===== config.mk =====
export PLATFORM = sky130hd
export DESIGN_NAME = canakari_rec_fifo
export DESIGN_NICKNAME = d
export VERILOG_FILES = /design/src/rtl/canakari_pkg.sv /design/src/rtl/tmr_voter.sv /design/src/rtl/canakari_rec_fifo.sv
export SDC_FILE = /design/constraint.sdc
export NUM_CORES = 1
export LEC_CHECK = 0
export BUFFER_PORTS_ARGS = -buffer_cell sky130_fd_sc_hd__buf_2
export CAP_MARGIN = 10
export CORE_ASPECT_RATIO = 1.25
export CORE_MARGIN = 5
export CORE_UTILIZATION = 35
export CTS_CLUSTER_SIZE = 30
export DETAILED_ROUTE_END_ITERATION = 7
export SLEW_MARGIN = 20
export SYNTH_ARGS = -nofsm -noshare
export SYNTH_HDL_FRONTEND = slang
export SYNTH_SLANG_ARGS = --single-unit

===== constraint.sdc =====
create_clock -name clk -period 7 [get_ports clk]
set_input_delay 0.35 -clock clk [delete_from_list [all_inputs] [get_ports clk]]
set_output_delay 0.35 -clock clk [all_outputs]
set_load 0.02 [all_outputs]

===== src/rtl/canakari_pkg.sv =====
// Shared CANakari constants and the bitwise majority helper used by the voter.
package canakari_pkg;
  localparam int CAN_DATA_W    = 5;
  localparam int CAN_REC_DEPTH = 4;

  function automatic logic maj3(input logic a, input logic b, input logic c);
    return (a & b) | (a & c) | (b & c);
  endfunction
endpackage


===== src/rtl/tmr_voter.sv =====
// Bitwise 2-of-3 majority voter for triplicated state registers.
module tmr_voter
  import canakari_pkg::*;
#(
  parameter int W = 1
) (
  input  logic [W-1:0] a,
  input  logic [W-1:0] b,
  input  logic [W-1:0] c,
  output logic [W-1:0] y
);
  genvar gi;
  generate
    for (gi = 0; gi < W; gi++) begin : gen_bit
      assign y[gi] = maj3(a[gi], b[gi], c[gi]);
    end
  endgenerate
endmodule


===== src/rtl/canakari_rec_fifo.sv =====
// DEPTH-entry first-word-fall-through receive FIFO with level and sticky overflow.
// Define CANAKARI_FIFO_TMR_EN to triplicate pointers, level and overflow with majority voting.
module canakari_rec_fifo
  import canakari_pkg::*;
#(
  parameter int WIDTH = CAN_DATA_W,
  parameter int DEPTH = CAN_REC_DEPTH
) (
  input  logic                         clk,
  input  logic                         rst,
  input  logic                         buffer_en,
  input  logic [WIDTH-1:0]             data_in,
  input  logic                         rd_en,
  input  logic                         ovf_clr,
  output logic [WIDTH-1:0]             data_out,
  output logic                         empty,
  output logic                         full,
  output logic [$clog2(DEPTH+1)-1:0]   level,
  output logic                         overflow
);
  localparam int CNT_W  = $clog2(DEPTH + 1);
  localparam int ADDR_W = $clog2(DEPTH);
  localparam int PTR_W  = ADDR_W + 1;

  logic [PTR_W-1:0] wr_ptr_v, rd_ptr_v, wr_ptr_next, rd_ptr_next;
  logic [CNT_W-1:0] level_v, level_next;
  logic             ovf_v, ovf_next;
  logic             empty_i, full_i, push, pop, drop;

  logic [WIDTH-1:0] mem [DEPTH];

  // Wrap bit distinguishes full from empty when the address bits coincide.
  assign empty_i = (wr_ptr_v == rd_ptr_v);
  assign full_i  = (wr_ptr_v[ADDR_W-1:0] == rd_ptr_v[ADDR_W-1:0]) &&
                   (wr_ptr_v[PTR_W-1] != rd_ptr_v[PTR_W-1]);

  assign push = buffer_en && (!full_i || rd_en);
  assign pop  = rd_en && !empty_i;
  assign drop = buffer_en && full_i && !rd_en;

  always_comb begin
    wr_ptr_next = wr_ptr_v;
    rd_ptr_next = rd_ptr_v;
    level_next  = level_v;
    ovf_next    = ovf_v;
    if (push) wr_ptr_next = wr_ptr_v + PTR_W'(1);
    if (pop)  rd_ptr_next = rd_ptr_v + PTR_W'(1);
    if (push && !pop)      level_next = level_v + CNT_W'(1);
    else if (pop && !push) level_next = level_v - CNT_W'(1);
    if (drop)         ovf_next = 1'b1;
    else if (ovf_clr) ovf_next = 1'b0;
  end

  always_ff @(posedge clk) begin
    if (!rst && push) mem[wr_ptr_v[ADDR_W-1:0]] <= data_in;
  end

`ifdef CANAKARI_FIFO_TMR_EN
  genvar gi;
  generate
    for (gi = 0; gi < 3; gi++) begin : gen_copy
      logic [PTR_W-1:0] wr_ptr_r, rd_ptr_r;
      logic [CNT_W-1:0] level_r;
      logic             ovf_r;
      // Every copy reloads from the voted next state, so one upset heals in a cycle.
      always_ff @(posedge clk) begin
        if (rst) begin
          wr_ptr_r <= '0;
          rd_ptr_r <= '0;
          level_r  <= '0;
          ovf_r    <= 1'b0;
        end else begin
          wr_ptr_r <= wr_ptr_next;
          rd_ptr_r <= rd_ptr_next;
          level_r  <= level_next;
          ovf_r    <= ovf_next;
        end
      end
    end
  endgenerate

  tmr_voter #(.W(PTR_W)) u_vote_wr (
    .a(gen_copy[0].wr_ptr_r), .b(gen_copy[1].wr_ptr_r), .c(gen_copy[2].wr_ptr_r), .y(wr_ptr_v)
  );
  tmr_voter #(.W(PTR_W)) u_vote_rd (
    .a(gen_copy[0].rd_ptr_r), .b(gen_copy[1].rd_ptr_r), .c(gen_copy[2].rd_ptr_r), .y(rd_ptr_v)
  );
  tmr_voter #(.W(CNT_W)) u_vote_lvl (
    .a(gen_copy[0].level_r), .b(gen_copy[1].level_r), .c(gen_copy[2].level_r), .y(level_v)
  );
  tmr_voter #(.W(1)) u_vote_ovf (
    .a(gen_copy[0].ovf_r), .b(gen_copy[1].ovf_r), .c(gen_copy[2].ovf_r), .y(ovf_v)
  );
`else
  logic [PTR_W-1:0] wr_ptr_r, rd_ptr_r;
  logic [CNT_W-1:0] level_r;
  logic             ovf_r;

  always_ff @(posedge clk) begin
    if (rst) begin
      wr_ptr_r <= '0;
      rd_ptr_r <= '0;
      level_r  <= '0;
      ovf_r    <= 1'b0;
    end else begin
      wr_ptr_r <= wr_ptr_next;
      rd_ptr_r <= rd_ptr_next;
      level_r  <= level_next;
      ovf_r    <= ovf_next;
    end
  end

  assign wr_ptr_v = wr_ptr_r;
  assign rd_ptr_v = rd_ptr_r;
  assign level_v  = level_r;
  assign ovf_v    = ovf_r;
`endif

  assign data_out = empty_i ? '0 : mem[rd_ptr_v[ADDR_W-1:0]];
  assign empty    = empty_i;
  assign full     = full_i;
  assign level    = level_v;
  assign overflow = ovf_v;
endmodule


== Word-level counts from Yosys, hierarchy flattened ==
Memories as Yosys holds them, arrays and structs flattened. A register that Yosys moved wholly into a read port is not among the register bits.
Index checks and enable logic that the tools add are counted.
Word-level totals
  logic and storage cells: 38
  output and inout bits: 11
  input bits: 10
  register bits: 10
  memories kept: 1
  RAM bits: 20
Operators by class
  add/sub/neg operators: 4
  reductions and logical operators: 17
  equality and inequality tests: 3
  multiplexer cells: 9
Memory list
  mem: words 4, width 5, read ports 1, clocked after Yosys merged registers in 1, wr ports 1, RTL line canakari_rec_fifo.sv:30  | logic [WIDTH-1:0] mem [DEPTH];
Operator list (number)
  $add 3x1->3 const B: 3
  $logic_and 1x1->1: 8
  $logic_not 1->1: 6
  $mux 3: 2
  $mux 5: 1
  $mux 1: 4
  $mux 2: 2
  $reduce_bool 2->1: 2
  $eq 3x3->1: 1
  $sub 3x1->3 const B: 1
  $eq 2x2->1: 1
  $logic_or 1x1->1: 1
  $ne 1x1->1: 1

== Depth between registers and ports, before layout ==
  depth after elaboration: 9
  mapped depth: 9

== Worst setup path before layout ==
No wires, ideal clock.
  path type: reg2reg
  from: register rd_ptr_r[0]
  to: register level_r[2] (netlist: level[2])
  cell stages (with the launch flop): 9
  arrival: 2175 ps
  path buffers: 0
  path slack: 4755 ps
  setup time: 70 ps
  data required time: 6930 ps
  cell sequence: dfxtp_1 xor2_2 o31ai_2 ha_1 inv_1 fa_1 xor2_1 or3_1 a21oi_1
Between the ends
  longest elaborated chain between the ends: 8
  elaborated cells on any way between the ends: 14
RTL lines
  start: declaration: RTL line canakari_rec_fifo.sv:95  | logic [PTR_W-1:0] wr_ptr_r, rd_ptr_r;
  start signal: assignment: RTL line canakari_rec_fifo.sv:107  | rd_ptr_r <= rd_ptr_next;
  $eq 2x2->1: RTL line canakari_rec_fifo.sv:34  | assign full_i = (wr_ptr_v[ADDR_W-1:0] == rd_ptr_v[ADDR_W-1:0]) &&
  $logic_and 1x1->1: RTL line canakari_rec_fifo.sv:34
  $logic_not 1->1: RTL line canakari_rec_fifo.sv:37  | assign push = buffer_en && (!full_i || rd_en);
  $logic_or 1x1->1: RTL line canakari_rec_fifo.sv:37
  $logic_and 1x1->1: RTL line canakari_rec_fifo.sv:37
  $logic_not 1->1: RTL line canakari_rec_fifo.sv:49  | else if (pop && !push) level_next = level_v - CNT_W'(1);
  $logic_and 1x1->1: RTL line canakari_rec_fifo.sv:49
  $reduce_bool 2->1 (no source line)
  end signal: assignment: RTL line canakari_rec_fifo.sv:108  | level_r <= level_next;
  end: declaration: RTL line canakari_rec_fifo.sv:96  | logic [CNT_W-1:0] level_r;
Parallel ways exist; a longest one is shown, timed or not.
A chain may end at the register's enable or synchronous reset.

== Final worst setup path ==
  from: register wr_ptr_r[1]
  to: register level_r[2] (netlist: level[2])
Between the ends
  longest elaborated chain between the ends: 8
  elaborated cells on any way between the ends: 14
RTL lines
  start: declaration: RTL line canakari_rec_fifo.sv:95
  start signal: assignment: RTL line canakari_rec_fifo.sv:106  | wr_ptr_r <= wr_ptr_next;
  $eq 2x2->1: RTL line canakari_rec_fifo.sv:34
  $logic_and 1x1->1: RTL line canakari_rec_fifo.sv:34
  $logic_not 1->1: RTL line canakari_rec_fifo.sv:37
  $logic_or 1x1->1: RTL line canakari_rec_fifo.sv:37
  $logic_and 1x1->1: RTL line canakari_rec_fifo.sv:37
  $logic_not 1->1: RTL line canakari_rec_fifo.sv:49
  $logic_and 1x1->1: RTL line canakari_rec_fifo.sv:49
  $reduce_bool 2->1 (no source line)
Parallel ways exist; a longest one is shown, timed or not.

==> reports/metrics.cfg <==
[outcome]
run_status=complete, no violations

[floorplanning]
row_count=25
floorplan.io_pins=21
floorplan.core_area_um2=3850
chipHeight_um=81.1
initial_utilization_pct=36.7
die_area_um2=5420
chipWidth_um=66.8

[synth]
synth.ff_latch_count=32
synth-seq-area-share_pct=59.5
synthDistinctLibCells=24
post_synth.cell_area_avg_um2=14.4
synthTopCellsByArea=sky130_fd_sc_hd__edfxtp_1, sky130_fd_sc_hd__dfxtp_1, sky130_fd_sc_hd__mux4_2, sky130_fd_sc_hd__ha_1, sky130_fd_sc_hd__nor2_1
post_synth_instance_area_um2=1410
yosysWarnings=0
synth_top_flop_cell=sky130_fd_sc_hd__edfxtp_1
synth_top_area_share_pct=42.5
share_of_flip_flops_with_an_asynchronous_set_or_reset_pct=0
post_synth_top_area_cell=sky130_fd_sc_hd__edfxtp_1
syn-instance-count=98
synth_enable_flop_cells=20
syn-num-nets=115

[clocking]
clk_root_buffer_cell=sky130_fd_sc_hd__clkbuf_8
worst_setup_hold_path_clk_slew_ns=0.07
cts.sink_count=32
cts_max_path_buffers=2
htree_levels=2
cts-buffers-inserted=5
skew_pair_late_insertion_delay_ns=0.28
tritoncts=built
holdBufCountCts=0
cts-resized-gates=0
cts.repair_timing.setup_buffer_count=0

[timing]
hold_viol=0
slew_viol_final=0
period_share_pct=34.5
timing.final.crit_period_ns=2.41
rsz0062_at_grt=no
fmaxAchievable_ghz=0.414
setup_viol_count_final=0
postLayoutSetupSlackWorst_ns=4.59
fin_tns_setup_ns=0
timing_worst_slew_pin_value_ns=0.920
finClkSkew_ns=0.00777
slew-limit-headroom_pct=38.6

[cells_and_area]
antenna_cells_inserted=0
postLayoutCellArea_um2=1660
synthToLayoutAreaGrowth_pct=17.1
multi_input_comb_area_um2=547
fin_cells=178
fill_cells=374
final_net_count=140
layout-drive-gt1-share_pct=29.0
sequential_cell_area_um2=841

[routing]
detailedRoute.firstIterationViolations=18
wire_per_inst_um=13.8
via_per_inst=4.55
drt_drc_violations_left=0
drt_pre_antenna_iters=2
dr_total_vias=810
route.final.wire_length_um=2460
drt.antenna.violating_nets=0

[global_route]
first_global_vias=861
grt_antenna_before_repair=0
grt_pass1_wl_um=4100
busiest_layer=met2
grt-ovfl-total=0
met1_usage_pct=12.2
maximum_number_of_pins_on_one_net_before_global_route_repair=14
grt_use_met3_pct=3.73
globalRouteMet2Util_pct=17.6
track_usage_pct=10.9

[setup_path]
startpoint_of_the_most_critical_setup_path=wr_ptr_r[1]
worstRegToRegCells=8
critical_path.startpoint_type=flop
crit_path_end_kind=flop
r2r_slack_ns=4.59
criticalPathCategory=reg -> reg
critPathCapture=level[2]
crit_arrival_ns=2.63
crit-reg2reg-launch=wr_ptr_r[1]
timing.rr.end=level[2]
worst-path-max-fanout=5
required_ns=7.21

[placement]
post_dp_cell_area_um2=1570
hpwl_um=1850
gpl.final_weighted_congestion=0.695
place.port_buffers=20
dp.cells=170
post_place_setup_slack_ns=4.56

[min_path]
class_of_the_worst_hold_path=in -> reg

[power]
pwr_density_cell_nw_per_um2=308
vdd_drop_max_uv=139
power_leakage_uw=0.000655
post-layout-total-power_uw=509

[flow_run]
maxCapViolations=0

## critical path, cell delays in order (launching register included)
cell and delay (ns):
sky130_fd_sc_hd__dfxtp_1 0.45, sky130_fd_sc_hd__xor2_2 0.15, sky130_fd_sc_hd__o31ai_2 0.43, sky130_fd_sc_hd__ha_1 0.27, sky130_fd_sc_hd__inv_1 0.06, sky130_fd_sc_hd__fa_1 0.37
sky130_fd_sc_hd__xor2_1 0.16, sky130_fd_sc_hd__or3_1 0.31, sky130_fd_sc_hd__a21oi_1 0.15
## cell usage in the layout (no fill, tap or decap)
| master | count |
|---|---|
| sky130_fd_sc_hd__clkinv_2 | 1 |
| sky130_fd_sc_hd__dfxtp_1 | 12 |
| sky130_fd_sc_hd__ha_1 | 6 |
| sky130_fd_sc_hd__o31ai_2 | 1 |
| sky130_fd_sc_hd__xnor2_1 | 2 |
| sky130_fd_sc_hd__a21oi_1 | 4 |
| sky130_fd_sc_hd__mux2i_1 | 3 |
| sky130_fd_sc_hd__edfxtp_1 | 20 |
| sky130_fd_sc_hd__mux4_2 | 5 |
| sky130_fd_sc_hd__buf_2 | 20 |
| sky130_fd_sc_hd__o41ai_4 | 1 |
| sky130_fd_sc_hd__clkbuf_1 | 2 |
| sky130_fd_sc_hd__or2_2 | 1 |
| sky130_fd_sc_hd__clkbuf_8 | 5 |
| sky130_fd_sc_hd__and2_1 | 3 |
| sky130_fd_sc_hd__xor2_1 | 4 |
| sky130_fd_sc_hd__fa_1 | 1 |
| sky130_fd_sc_hd__or3_1 | 3 |
| sky130_fd_sc_hd__and2b_1 | 4 |
| sky130_fd_sc_hd__inv_1 | 5 |
| sky130_fd_sc_hd__nor3b_1 | 2 |
| sky130_fd_sc_hd__nand2_1 | 1 |
| sky130_fd_sc_hd__nor2_1 | 10 |
| sky130_fd_sc_hd__o21ai_0 | 3 |
| sky130_fd_sc_hd__nor4_1 | 1 |
| sky130_fd_sc_hd__xor2_2 | 2 |
| sky130_fd_sc_hd__nor2b_1 | 2 |
## final cells by class
class / count / share of cell area (%)
timing repair buffer: 20 / 6.05
inverter: 5 / 1.13
sequential: 32 / 50.8
tap: 54 / 4.08
multi-input combinational: 59 / 33.0
clock inverter: 1 / 0.302
clock buffer: 7 / 4.61
## registers in the layout, summed over array words and instances (netlist names), named ones only
register and cells:
mem 20, level 3, rd_ptr_r 3, wr_ptr_r 3, overflow 1
## cells by family (layout without fill, tap and decap cells)
| logic type | Yosys count | count (layout) | share of synthesized area, % |
|---|---|---|---|
| DFF | 32 | 32 | 59.5 |
| and+or+nand+nor | 27 | 27 | 10.5 |
| AOI/OAI and AO/OA | 9 | 9 | 5.31 |
| xor gates and xnor gates | 8 | 8 | 6.02 |
| muxes | 8 | 8 | 10.1 |
| adders and majority gates | 7 | 7 | 6.73 |
| buffers and inverters | 7 | 33 | 1.86 |
## routing by layer
layer | part of all wire, % | up-vias
li1 | - | 397
met5 | 0 | -
met1 | 40 | 386
met2 | 50 | 20
met4 | 2.8 | 0
met3 | 6.3 | 7
## synthesized netlist by cell type, drive strengths merged (3+ instances only)
cell,number
a21oi,4
and2,3
and2b,4
dfxtp,12
edfxtp,20
ha,6
inv,5
mux2i,3
mux4,5
nor2,10
o21ai,3
or3,3
xor2,6
## how the worst min path moves through the flow
stage	startpoint	to	slack, ns	cells past startpoint
floorplan	rst	level[2]	0.42	1
global placement	level[2]	level[2]	0.49	2
detailed placement	wr_ptr_r[2]	wr_ptr_r[2]	0.52	2
CTS	data_in[2]	mem[2][2]	0.27	1
global route	data_in[1]	mem[0][1]	0.28	1
finish	data_in[1]	mem[3][1]	0.28	1
## metrics by stage
step	util (%)	hold WS [ns]
6_report	43.0	0.284
5_1_grt	43.0	0.279
4_1_cts	43.0	0.274
3_5_place_dp	40.9	0.517
3_3_place_gp	40.9	0.490
2_1_floorplan	-	0.419
## report_power, final
| group | internal (uW) | switching (uW) | total, uW |
|---|---|---|---|
| clock network | 69.6 | 63.6 | 133 |
| logic | 61.6 | 77.0 | 139 |
| registers | 218 | 19.8 | 237 |
| total | 349 | 160 | 509 |
(Power assumes the default switching activity.)
